## config.mk

```make
export PLATFORM = sky130hd
export DESIGN_NAME = timer_core_param
export DESIGN_NICKNAME = d
export VERILOG_FILES = /design/src/rtl/timer_core_param.sv
export SDC_FILE = /design/constraint.sdc
export NUM_CORES = 1
export LEC_CHECK = 0
export CORE_ASPECT_RATIO = 1.75
export CORE_UTILIZATION = 55
export DETAILED_ROUTE_END_ITERATION = 10
export PLACE_DENSITY = 0.83
export SYNTH_ARGS = -nofsm -noshare
export SYNTH_HDL_FRONTEND = slang
export SYNTH_SLANG_ARGS = --single-unit
```

## constraint.sdc

```tcl
create_clock -name CLK_50MHZ -period 2.7 [get_ports CLK_50MHZ]
set_input_delay 0.27 -clock CLK_50MHZ [delete_from_list [all_inputs] [get_ports CLK_50MHZ]]
set_output_delay 0.27 -clock CLK_50MHZ [all_outputs]
set_load 0.005 [all_outputs]
```

## src/rtl/timer_core_param.sv

```systemverilog
// Minutes:seconds timer engine with count-down/up modes, pause and done/alarm states.
// Button inputs are debounced levels; each rising edge produces one action.
module timer_core_param #(
  parameter int unsigned CLK_FREQ_HZ = 50_000_000,
  parameter int unsigned TICK_HZ     = 1,
  parameter int unsigned MAX_MIN     = 99,
  parameter int unsigned MIN_W       = 7
) (
  input  logic             CLK_50MHZ,
  input  logic             reset,
  input  logic             mode,
  input  logic             incrementSeconds,
  input  logic             incrementMinutes,
  input  logic             start,
  input  logic             stop,
  input  logic             delete,
  output logic [MIN_W-1:0] minutes,
  output logic [5:0]       seconds,
  output logic [1:0]       state,
  output logic             alarm,
  output logic             tick
);

  localparam int unsigned DIV = CLK_FREQ_HZ / TICK_HZ;
  localparam int unsigned PW  = (DIV > 1) ? $clog2(DIV) : 1;
  localparam logic [PW-1:0]    DivM1  = PW'(DIV - 1);
  localparam logic [MIN_W-1:0] MaxMin = MIN_W'(MAX_MIN);

  typedef enum logic [1:0] {StIdle = 2'd0, StRun = 2'd1, StPause = 2'd2, StDone = 2'd3} state_e;

  state_e           r_state_q, r_state_d;
  logic [MIN_W-1:0] r_min_q, r_min_d;
  logic [5:0]       r_sec_q, r_sec_d;
  logic [PW-1:0]    r_presc_q, r_presc_d;
  logic             r_tick_q, r_tick_d;
  logic             r_mode_q, r_mode_d;
  logic [4:0]       r_btn_q;

  logic [4:0] w_btn;
  logic [4:0] w_ev;
  logic       w_ev_start, w_ev_stop, w_ev_del, w_ev_isec, w_ev_imin;
  logic       w_time_zero;

  assign w_btn       = {incrementMinutes, incrementSeconds, delete, stop, start};
  assign w_ev        = w_btn & ~r_btn_q;
  assign w_ev_start  = w_ev[0];
  assign w_ev_stop   = w_ev[1];
  assign w_ev_del    = w_ev[2];
  assign w_ev_isec   = w_ev[3];
  assign w_ev_imin   = w_ev[4];
  assign w_time_zero = (r_min_q == '0) && (r_sec_q == 6'd0);

  always_ff @(posedge CLK_50MHZ or negedge reset) begin
    if (!reset) begin
      r_state_q <= StIdle;
      r_min_q   <= '0;
      r_sec_q   <= 6'd0;
      r_presc_q <= '0;
      r_tick_q  <= 1'b0;
      r_mode_q  <= 1'b0;
      r_btn_q   <= 5'd0;
    end else begin
      r_state_q <= r_state_d;
      r_min_q   <= r_min_d;
      r_sec_q   <= r_sec_d;
      r_presc_q <= r_presc_d;
      r_tick_q  <= r_tick_d;
      r_mode_q  <= r_mode_d;
      r_btn_q   <= w_btn;
    end
  end

  always_comb begin
    r_state_d = r_state_q;
    r_min_d   = r_min_q;
    r_sec_d   = r_sec_q;
    r_presc_d = r_presc_q;
    r_tick_d  = 1'b0;
    r_mode_d  = r_mode_q;

    if (w_ev_del) begin
      r_state_d = StIdle;
      r_min_d   = '0;
      r_sec_d   = 6'd0;
      r_presc_d = '0;
    end else begin
      unique case (r_state_q)
        StIdle: begin
          // A count-down start from 00:00 is swallowed; increments still apply then.
          if (w_ev_start && (mode || !w_time_zero)) begin
            r_mode_d  = mode;
            r_state_d = StRun;
            r_presc_d = '0;
          end else if (!w_ev_stop) begin
            if (w_ev_isec) r_sec_d = (r_sec_q == 6'd59) ? 6'd0 : r_sec_q + 6'd1;
            if (w_ev_imin) r_min_d = (r_min_q == MaxMin) ? '0 : r_min_q + MIN_W'(1);
          end
        end
        StRun: begin
          if (w_ev_stop) begin
            r_state_d = StPause;
          end else if (r_presc_q != DivM1) begin
            r_presc_d = r_presc_q + PW'(1);
          end else begin
            r_presc_d = '0;
            r_tick_d  = 1'b1;
            if (!r_mode_q) begin
              if (r_sec_q == 6'd0) begin
                r_sec_d = 6'd59;
                r_min_d = r_min_q - MIN_W'(1);
              end else begin
                r_sec_d = r_sec_q - 6'd1;
              end
              if ((r_min_q == '0) && (r_sec_q == 6'd1)) r_state_d = StDone;
            end else if ((r_min_q == MaxMin) && (r_sec_q == 6'd59)) begin
              r_state_d = StDone;
            end else begin
              if (r_sec_q == 6'd59) begin
                r_sec_d = 6'd0;
                r_min_d = r_min_q + MIN_W'(1);
              end else begin
                r_sec_d = r_sec_q + 6'd1;
              end
              if ((r_min_q == MaxMin) && (r_sec_q == 6'd58)) r_state_d = StDone;
            end
          end
        end
        StPause: begin
          if (w_ev_start && !w_ev_stop) r_state_d = StRun;
        end
        StDone: begin
          if (w_ev_start || w_ev_stop) begin
            r_state_d = StIdle;
            r_min_d   = '0;
            r_sec_d   = 6'd0;
            r_presc_d = '0;
          end
        end
        default: r_state_d = StIdle;
      endcase
    end
  end

  assign minutes = r_min_q;
  assign seconds = r_sec_q;
  assign state   = r_state_q;
  assign alarm   = (r_state_q == StDone);
  assign tick    = r_tick_q;

endmodule

```

==> qor.json, run 1 <==
{
  "layout": {
    "multi_input_comb_area_mm2": 0.00190,
    "nNetsFinal": 421,
    "postLayoutCellArea_mm2": 0.00369,
    "area_delta_synth_final_pct": 14.7,
    "area.sequential_mm2": 0.00120,
    "diodes_inserted": 0,
    "filler_cell_count": 496,
    "layout-drive-gt1-share": 0.104
  },
  "routing": {
    "drt_first_iter_violations": 240,
    "dr_total_vias": 3117,
    "routed_wl_um": 8600,
    "drt-pass1-iter-count": 4,
    "detail_route.drc_violations": 0,
    "routedWlPerCell_um": 17.9,
    "post_drt_via_cell_ratio": 6.49,
    "drtAntennaViolNets": 0
  },
  "timing": {
    "totalNegativeSetupSlack_ns": 0,
    "timing.slew.headroom": 0.280,
    "post-route-period-util": 0.927,
    "rsz_0062_raised_after_global_routing": "false",
    "setup_viol": 0,
    "finalWorstSetupSlack_ns": 0.197,
    "maxClockFrequency_mhz": 400,
    "maxSlewViolCount": 0,
    "timing.final.crit_period_ns": 2.50,
    "worst_clock_skew_ns": 0.0109,
    "tightest_slew_ns": 1.08,
    "hold_violation_total_from_the_final_report": 0
  },
  "floorplanning": {
    "core_region_area_mm2": 0.00559,
    "num_rows": 36,
    "die_height_um": 103,
    "boundaryPins": 25,
    "die_w_um": 59.8,
    "initial_core_util": 0.576,
    "die_area_mm2": 0.00617
  },
  "synthesis": {
    "synth.yosys.warnings": 0,
    "synth_top_area_share": 0.373,
    "seq_area_frac_synth": 0.373,
    "yosysTopAreaCell": "sky130_fd_sc_hd__dfrtp_1",
    "synthesis.instances": 373,
    "yosys_register_bits": 48,
    "ys_async_sr_fraction": 1.00,
    "post_synth_most_frequent_cells": "sky130_fd_sc_hd__dfrtp_1 (48), sky130_fd_sc_hd__o21ai_0 (47), sky130_fd_sc_hd__nor2_1 (32)",
    "netlist_top_cells_area": "sky130_fd_sc_hd__dfrtp_1 (37%), sky130_fd_sc_hd__o21ai_0 (7.3%), sky130_fd_sc_hd__nor2_1 (3.7%)",
    "netlist-cell-type-count": 63,
    "synth_nets": 390,
    "synthFlopType": "sky130_fd_sc_hd__dfrtp_1",
    "cell_area_after_synthesis_mm2": 0.00322,
    "synth.avg_cell_area_um2": 8.63,
    "most_frequently_used_cell_type_in_the_post_synthesis_netlist": "sky130_fd_sc_hd__dfrtp_1",
    "synth_edf_count": 0
  },
  "min_path": {
    "hold_class": "primary input to async pin"
  },
  "clocking": {
    "clock_tree.htree_level_count": 2,
    "postCtsSetupRepairBufs": 0,
    "cts-root-buf": "sky130_fd_sc_hd__clkbuf_8",
    "cts-resized-gates": 0,
    "clk-insertion-delay-late_ns": 0.31,
    "tritoncts": "done",
    "clock-sinks": 48,
    "cts_hold_repair.buffers": 0,
    "worst_setup_hold_path_clk_slew_ns": 0.09,
    "cts-root-to-sink-buffers": 2,
    "cts_buffers": 5
  },
  "worst_setup_path": {
    "setup.reg_to_reg.worst_slack_ns": 0.20,
    "worstPathRequired_ns": 2.90,
    "endpoint_kind": "flip-flop",
    "timing.rr.start": "minutes[1]",
    "worst_setup_path_start_kind": "flip-flop",
    "critPathLaunch": "minutes[1]",
    "cp_max_fo": 6,
    "worstPathArrival_ns": 2.70,
    "r2r.worst_path.cells": 7,
    "timing_worst_setup_path_type": "flip-flop to flip-flop",
    "endpoint": "minutes[1]",
    "reg2reg_to": "minutes[1]"
  },
  "power_and_ir_drop": {
    "netSwitchingFraction": 0.407,
    "power_density_over_the_cells_mw_per_mm2": 729,
    "max-vdd-ir-drop_mv": 0.367,
    "power.sequential.fraction": 0.366,
    "pwr-share-comb": 0.477,
    "power.clock.fraction": 0.156,
    "power.static_leakage_nw": 1.56,
    "power.internal_w": 0.00160,
    "p_switching_w": 0.00110
  },
  "global_route": {
    "grt_antenna_before_repair": 0,
    "global_route.usage.total": 0.311,
    "overflow": 0,
    "first_global_vias": 3043,
    "grt_max_degree": 49,
    "grt_pass1_wl_um": 14400
  },
  "run_status": {
    "status": "finished, final reports clean"
  },
  "placement": {
    "placement.setup.worst_slack_ns": 0.131,
    "placement.io_buffers": 24,
    "placed_area_mm2": 0.00361,
    "globalplace.congestion": 0.983,
    "dp.final_hpwl_um": 6220
  },
  "flow_run": {
    "cap_violations": 0
  }
}
==> layout make-up <==
class | instances | share of cell area
Multi-Input combinational cell | 299 | 0.516
Sequential cell | 48 | 0.325
Timing Repair Buffer | 42 | 0.104
Tap cell | 76 | 0.0258
Clock buffer | 6 | 0.0197
Inverter | 8 | 0.00814
Clock inverter | 1 | 0.00136
==> placed cells by master, fill, tap and decap left out, drive strengths merged, types with 3 or more instances in the layout <==
cell           synthesis  final
o21a                   3      3
mux2i                  3      3
nand2                 21     21
nand4                  9      9
or3                    3      3
nand2b                11     11
buf                   10     19
clkbuf                 8      6
and3                  15     15
clkdlybuf4s50          0     23
o41ai                  8      8
and2                   6      6
nor3                  13     13
and4                   5      5
a31oi                  6      6
nor2b                  8      8
dfrtp                 48     48
a211oi                 4      4
ha                     9      9
o31ai                 15     15
xor2                   5      5
nor3b                  3      3
a21oi                 15     15
mux2                   4      4
or4                    3      3
inv                    7      7
nand3                 18     18
o21ai                 50     50
nor2                  32     32
==> power by group through the flow <==
stage | clock [W] | sequential, W | combinational (W)
3_3_place_gp | 0 | 0.000985 | 0.00123
6_report | 0.000421 | 0.000986 | 0.00128
3_5_place_dp | 0 | 0.000992 | 0.00125
5_1_grt | 0.000457 | 0.00100 | 0.00142
4_1_cts | 0.000424 | 0.000978 | 0.00126
2_1_floorplan | 0 | 0.000950 | 0.000813
==> routing by layer <==
| layer | track usage | vias to the layer above | wire length [µm] |
|---|---|---|---|
| met1 | 0.348 | 1500 | 3230 |
| li1 | - | 1457 | - |
| met5 | 0 | - | 0 |
| met3 | 0.0460 | 48 | 323 |
| met2 | 0.533 | 112 | 4560 |
| met4 | 0.209 | 0 | 493 |
==> flip-flops by register name (all words and copies together), names as in the netlist <==
signal     cells
minutes        7
r_btn_q        5
r_mode_q       1
r_presc_q     26
seconds        6
state          2
tick           1
==> worst min-delay path by stage <==
stage | startpoint | endpoint | cells after the start
after floorplan | reset | minutes[0] | 0
after global placement | r_presc_q[25] | r_presc_q[25] | 1
after detailed placement | r_presc_q[25] | r_presc_q[25] | 1
after CTS | reset | r_presc_q[11] | 1
after global routing | reset | minutes[5] | 1
final | reset | minutes[4] | 1
==> worst max-delay path, stage by stage, from the launching register on <==
cell and delay, ns:
sky130_fd_sc_hd__dfrtp_1 0.46, sky130_fd_sc_hd__ha_1 0.29, sky130_fd_sc_hd__nor2b_1 0.22, sky130_fd_sc_hd__nand4_1 0.33, sky130_fd_sc_hd__or4_4 0.54, sky130_fd_sc_hd__nand2_2 0.13, sky130_fd_sc_hd__nor3_2 0.10, sky130_fd_sc_hd__mux2_4 0.33
==> stage by stage <==
stage	util	std cells	total power (W)	hold slack [ns]
3_5_place_dp	0.646	473	0.00225	0.462
2_1_floorplan	-	373	0.00176	-0.0256
6_report	0.661	480	0.00269	0.149
5_1_grt	0.661	480	0.00288	0.265
3_3_place_gp	0.646	473	0.00221	0.459
4_1_cts	0.660	480	0.00266	0.210
==> cell families after synthesis <==
logic type                 Yosys count  share of synthesized area
and+or+nand+nor                    157                      0.273
AOI/OAI and AO/OA                  119                      0.233
DFF                                 48                      0.373
buffers and inverters               26                     0.0381
adders and majority gates            9                     0.0350
xor gates and xnor gates             7                     0.0191
muxes                                7                     0.0280
No activity file was read; power rests on OpenSTA's default activity.
==> run 2, diff against run 1 <==
- MAX_ROUTING_LAYER: unset -> met4
==> run 2 against run 1 <==
Effect of this change:
- non-clock buffer count is 3 higher
- clock-buffer cell count is 2 higher
- power up 1.3%
- critical endpoint is now minutes[3]
- critical path depth decreased by 1
- sequential power decreased by 2%
- register-to-register slack better by 0.02 ns
- via count grew 0.96%
- die area stayed put
- fmax rose by 0.97%
- first-iteration DRC count fell by 26%
- flip-flop and latch count stayed put
==> qor.json, run 2 (synthesis gave the netlist of run 1 again) <==
{
  "clocking": {
    "clock-sinks": {"value": 48, "change": "unchanged"},
    "clock_tree.htree_level_count": {"value": 2, "change": "unchanged"},
    "postCtsSetupRepairBufs": {"value": 0, "change": "unchanged"},
    "clk-insertion-delay-late": {"value": 0.31, "unit": "ns", "change": "about the same"},
    "tritoncts": "done",
    "cts_hold_repair.buffers": {"value": 1, "change": "+1"},
    "cts-resized-gates": {"value": 0, "change": "unchanged"},
    "worst_setup_hold_path_clk_slew": {"value": 0.09, "unit": "ns", "change": "about the same"},
    "cts_buffers": {"value": 5, "change": "unchanged"},
    "cts-root-to-sink-buffers": {"value": 2, "change": "unchanged"},
    "cts-root-buf": "sky130_fd_sc_hd__clkbuf_8"
  },
  "placement": {
    "dp.cells": {"value": 475, "change": "+0.42%"},
    "placement.setup.worst_slack": {"value": 0.177, "unit": "ns", "change": "+0.0461 ns"},
    "dp.final_hpwl": {"value": 6240, "unit": "µm", "change": "+0.30%"},
    "placement.io_buffers": {"value": 24, "change": "unchanged"},
    "globalplace.congestion": {"value": 0.924, "change": "-6.0%"}
  },
  "layout": {
    "final_cells": {"value": 484, "change": "+0.83%"},
    "filler_cell_count": {"value": 491, "change": "-1.0%"},
    "multi_input_comb_area": {"value": 0.00190, "unit": "mm²", "change": "-0.33%"},
    "area.sequential": {"value": 0.00120, "unit": "mm²", "change": "unchanged"},
    "mostFrequentLayoutCells": "sky130_fd_sc_hd__dfrtp_1 (48), sky130_fd_sc_hd__o21ai_0 (46), sky130_fd_sc_hd__nor2_1 (32), sky130_fd_sc_hd__clkdlybuf4s50_1 (23), sky130_fd_sc_hd__nand2_1 (20)",
    "diodes_inserted": {"value": 0, "change": "unchanged"},
    "area_delta_synth_final_pct": 15.7,
    "regMostFlops": "r_presc_q",
    "largest_register_ff_count": {"value": 26, "change": "unchanged"},
    "final_common_cell": "sky130_fd_sc_hd__dfrtp_1",
    "nNetsFinal": {"value": 424, "change": "+0.71%"},
    "end_of_flow_core_utilization": {"value": 0.666, "change": "+0.00560"},
    "layout-drive-gt1-share": {"value": 0.105, "change": "+0.00143"}
  },
  "timing": {
    "tightest_slew": {"value": 0.639, "unit": "ns", "change": "-0.441 ns"},
    "timing.slew.headroom": {"value": 0.574, "change": "+0.294"},
    "hold_violation_total_from_the_final_report": {"value": 0, "change": "unchanged"},
    "rsz_0062_raised_after_global_routing": "false",
    "post-route-period-util": {"value": 0.918, "change": "-0.00894"},
    "setup_viol": {"value": 0, "change": "unchanged"},
    "maxSlewViolCount": {"value": 0, "change": "unchanged"},
    "timing.final.crit_period": {"value": 2.48, "unit": "ns", "change": "-0.0241 ns"},
    "totalNegativeSetupSlack": {"value": 0, "unit": "ns", "change": "unchanged"},
    "timing.hold.ws": {"value": 0.431, "unit": "ns", "change": "+0.281 ns"},
    "maxClockFrequency": {"value": 403, "unit": "MHz", "change": "+0.97%"},
    "finalWorstSetupSlack": {"value": 0.221, "unit": "ns", "change": "+0.0241 ns"},
    "worst_clock_skew": {"value": 0.0106, "unit": "ns", "change": "-0.000256 ns"}
  },
  "routing": {
    "dr_total_vias": {"value": 3147, "change": "+0.96%"},
    "detail_route.drc_violations": {"value": 0, "change": "unchanged"},
    "post_drt_via_cell_ratio": {"value": 6.50, "change": "+0.13%"},
    "routed_wl": {"value": 8580, "unit": "µm", "change": "-0.30%"},
    "drtAntennaViolNets": {"value": 0, "change": "unchanged"},
    "drt_first_iter_violations": {"value": 178, "change": "-26%"},
    "routedWlPerCell": {"value": 17.7, "unit": "µm", "change": "-1.1%"},
    "drt-pass1-iter-count": {"value": 7, "change": "+3"}
  },
  "worst_setup_path": {
    "worst_setup_path_start_kind": "flip-flop",
    "reg2reg_to": "minutes[3]",
    "worstPathRequired": {"value": 2.90, "unit": "ns", "change": "about the same"},
    "critical_path_cell_by_cell": "ha_1 > or3b_4 > mux2i_1 > a21oi_1 > nor3_2 > mux2_4",
    "timing.rr.start": "seconds[1]",
    "worst_path_dominant_cell_family": "simple AND/OR/NAND/NOR gates",
    "critPathLaunch": "seconds[1]",
    "slowest_cp_cell": "sky130_fd_sc_hd__dfrtp_1",
    "endpoint_kind": "flip-flop",
    "timing_worst_setup_path_type": "flip-flop to flip-flop",
    "setup.reg_to_reg.worst_slack": {"value": 0.22, "unit": "ns", "change": "+0.02 ns"},
    "worst_path_largest_cell_delay": {"value": 0.47, "unit": "ns", "change": "-0.07 ns"},
    "r2r.worst_path.cells": {"value": 6, "change": "-1"},
    "worstPathArrival": {"value": 2.68, "unit": "ns", "change": "-0.02 ns"},
    "cp_num_cells": {"value": 6, "change": "-1"},
    "path_buf_inv": {"value": 0, "change": "unchanged"},
    "endpoint": "minutes[3]",
    "cp_max_fo": {"value": 7, "change": "+1"}
  },
  "global_route": {
    "first_global_vias": {"value": 3036, "change": "-0.23%"},
    "grt_antenna_before_repair": {"value": 0, "change": "unchanged"},
    "grt_pass1_wl": {"value": 14100, "unit": "µm", "change": "-2.6%"},
    "global_route.usage.total": {"value": 0.313, "change": "+0.00118"},
    "overflow": {"value": 0, "change": "unchanged"},
    "grt_max_degree": {"value": 30, "change": "-39%"}
  },
  "floorplanning": {
    "num_rows": {"value": 36, "change": "unchanged"},
    "die_w": {"value": 59.8, "unit": "µm", "change": "unchanged"},
    "core_region_area": {"value": 0.00559, "unit": "mm²", "change": "unchanged"},
    "initial_core_util": {"value": 0.576, "change": "unchanged"},
    "boundaryPins": {"value": 25, "change": "unchanged"},
    "die_area": {"value": 0.00617, "unit": "mm²", "change": "unchanged"},
    "die_height": {"value": 103, "unit": "µm", "change": "unchanged"}
  },
  "power_and_ir_drop": {
    "max-vdd-ir-drop": {"value": 0.433, "unit": "mV", "change": "+18%"},
    "power_density_over_the_cells": {"value": 732, "unit": "mW/mm²", "change": "+0.40%"},
    "power.static_leakage": {"value": 1.57, "unit": "nW", "change": "+1.0%"}
  },
  "flow_run": {
    "cap_violations": {"value": 0, "change": "unchanged"}
  },
  "min_path": {
    "hold_class": "primary input to flip-flop"
  },
  "run_status": {
    "status": "finished, final reports clean"
  }
}
## run 2: worst min path at each step
stage	start	end	slack, ns	depth (start not counted)
6_report	stop	r_btn_q[1]	0.43	1
5_1_grt	start	r_btn_q[0]	0.44	1
4_1_cts	start	r_btn_q[0]	0.42	1
3_5_place_dp	reset	minutes[1]	0.32	1
3_3_place_gp	reset	minutes[1]	0.32	1
2_1_floorplan	reset	minutes[0]	-0.03	0
## run 2: per-layer routing
layer	vias up	share of wire	track usage
met5	-	0	-
met4	0	0.062	0.211
met3	51	0.042	0.0460
met2	118	0.53	0.544
met1	1505	0.37	0.313
li1	1473	-	-
## run 2: cell type report
type / instances / share of cell area
multi-input combinational: 299 / 0.510
sequential: 48 / 0.323
clock buffer: 8 / 0.0242
inverter: 8 / 0.00807
tap: 76 / 0.0255
timing repair buffer: 45 / 0.110
## run 2: through the flow
stage / power [W] / instance area (µm²)
after floorplan: 0.00176 / 3220
after CTS: 0.00271 / 3720
after global placement: 0.00223 / 3620
after detailed placement: 0.00225 / 3620
after global routing: 0.00289 / 3720
final: 0.00272 / 3720
## run 2: power breakdown
| group | leakage [nW] | total, W | internal (W) | switching [W] |
|---|---|---|---|---|
| clock | 0.0455 | 0.000455 | 0.000209 | 0.000245 |
| sequential | 0.641 | 0.000970 | 0.000815 | 0.000155 |
| combinational | 0.886 | 0.00130 | 0.000615 | 0.000685 |
| total | 1.57 | 0.00272 | 0.00164 | 0.00109 |
==> run 3, diff against run 2 <==
- SLEW_MARGIN: unset -> 20
==> results of run 3 <==
Final layout, timing and power as in run 2 (identical DEF).
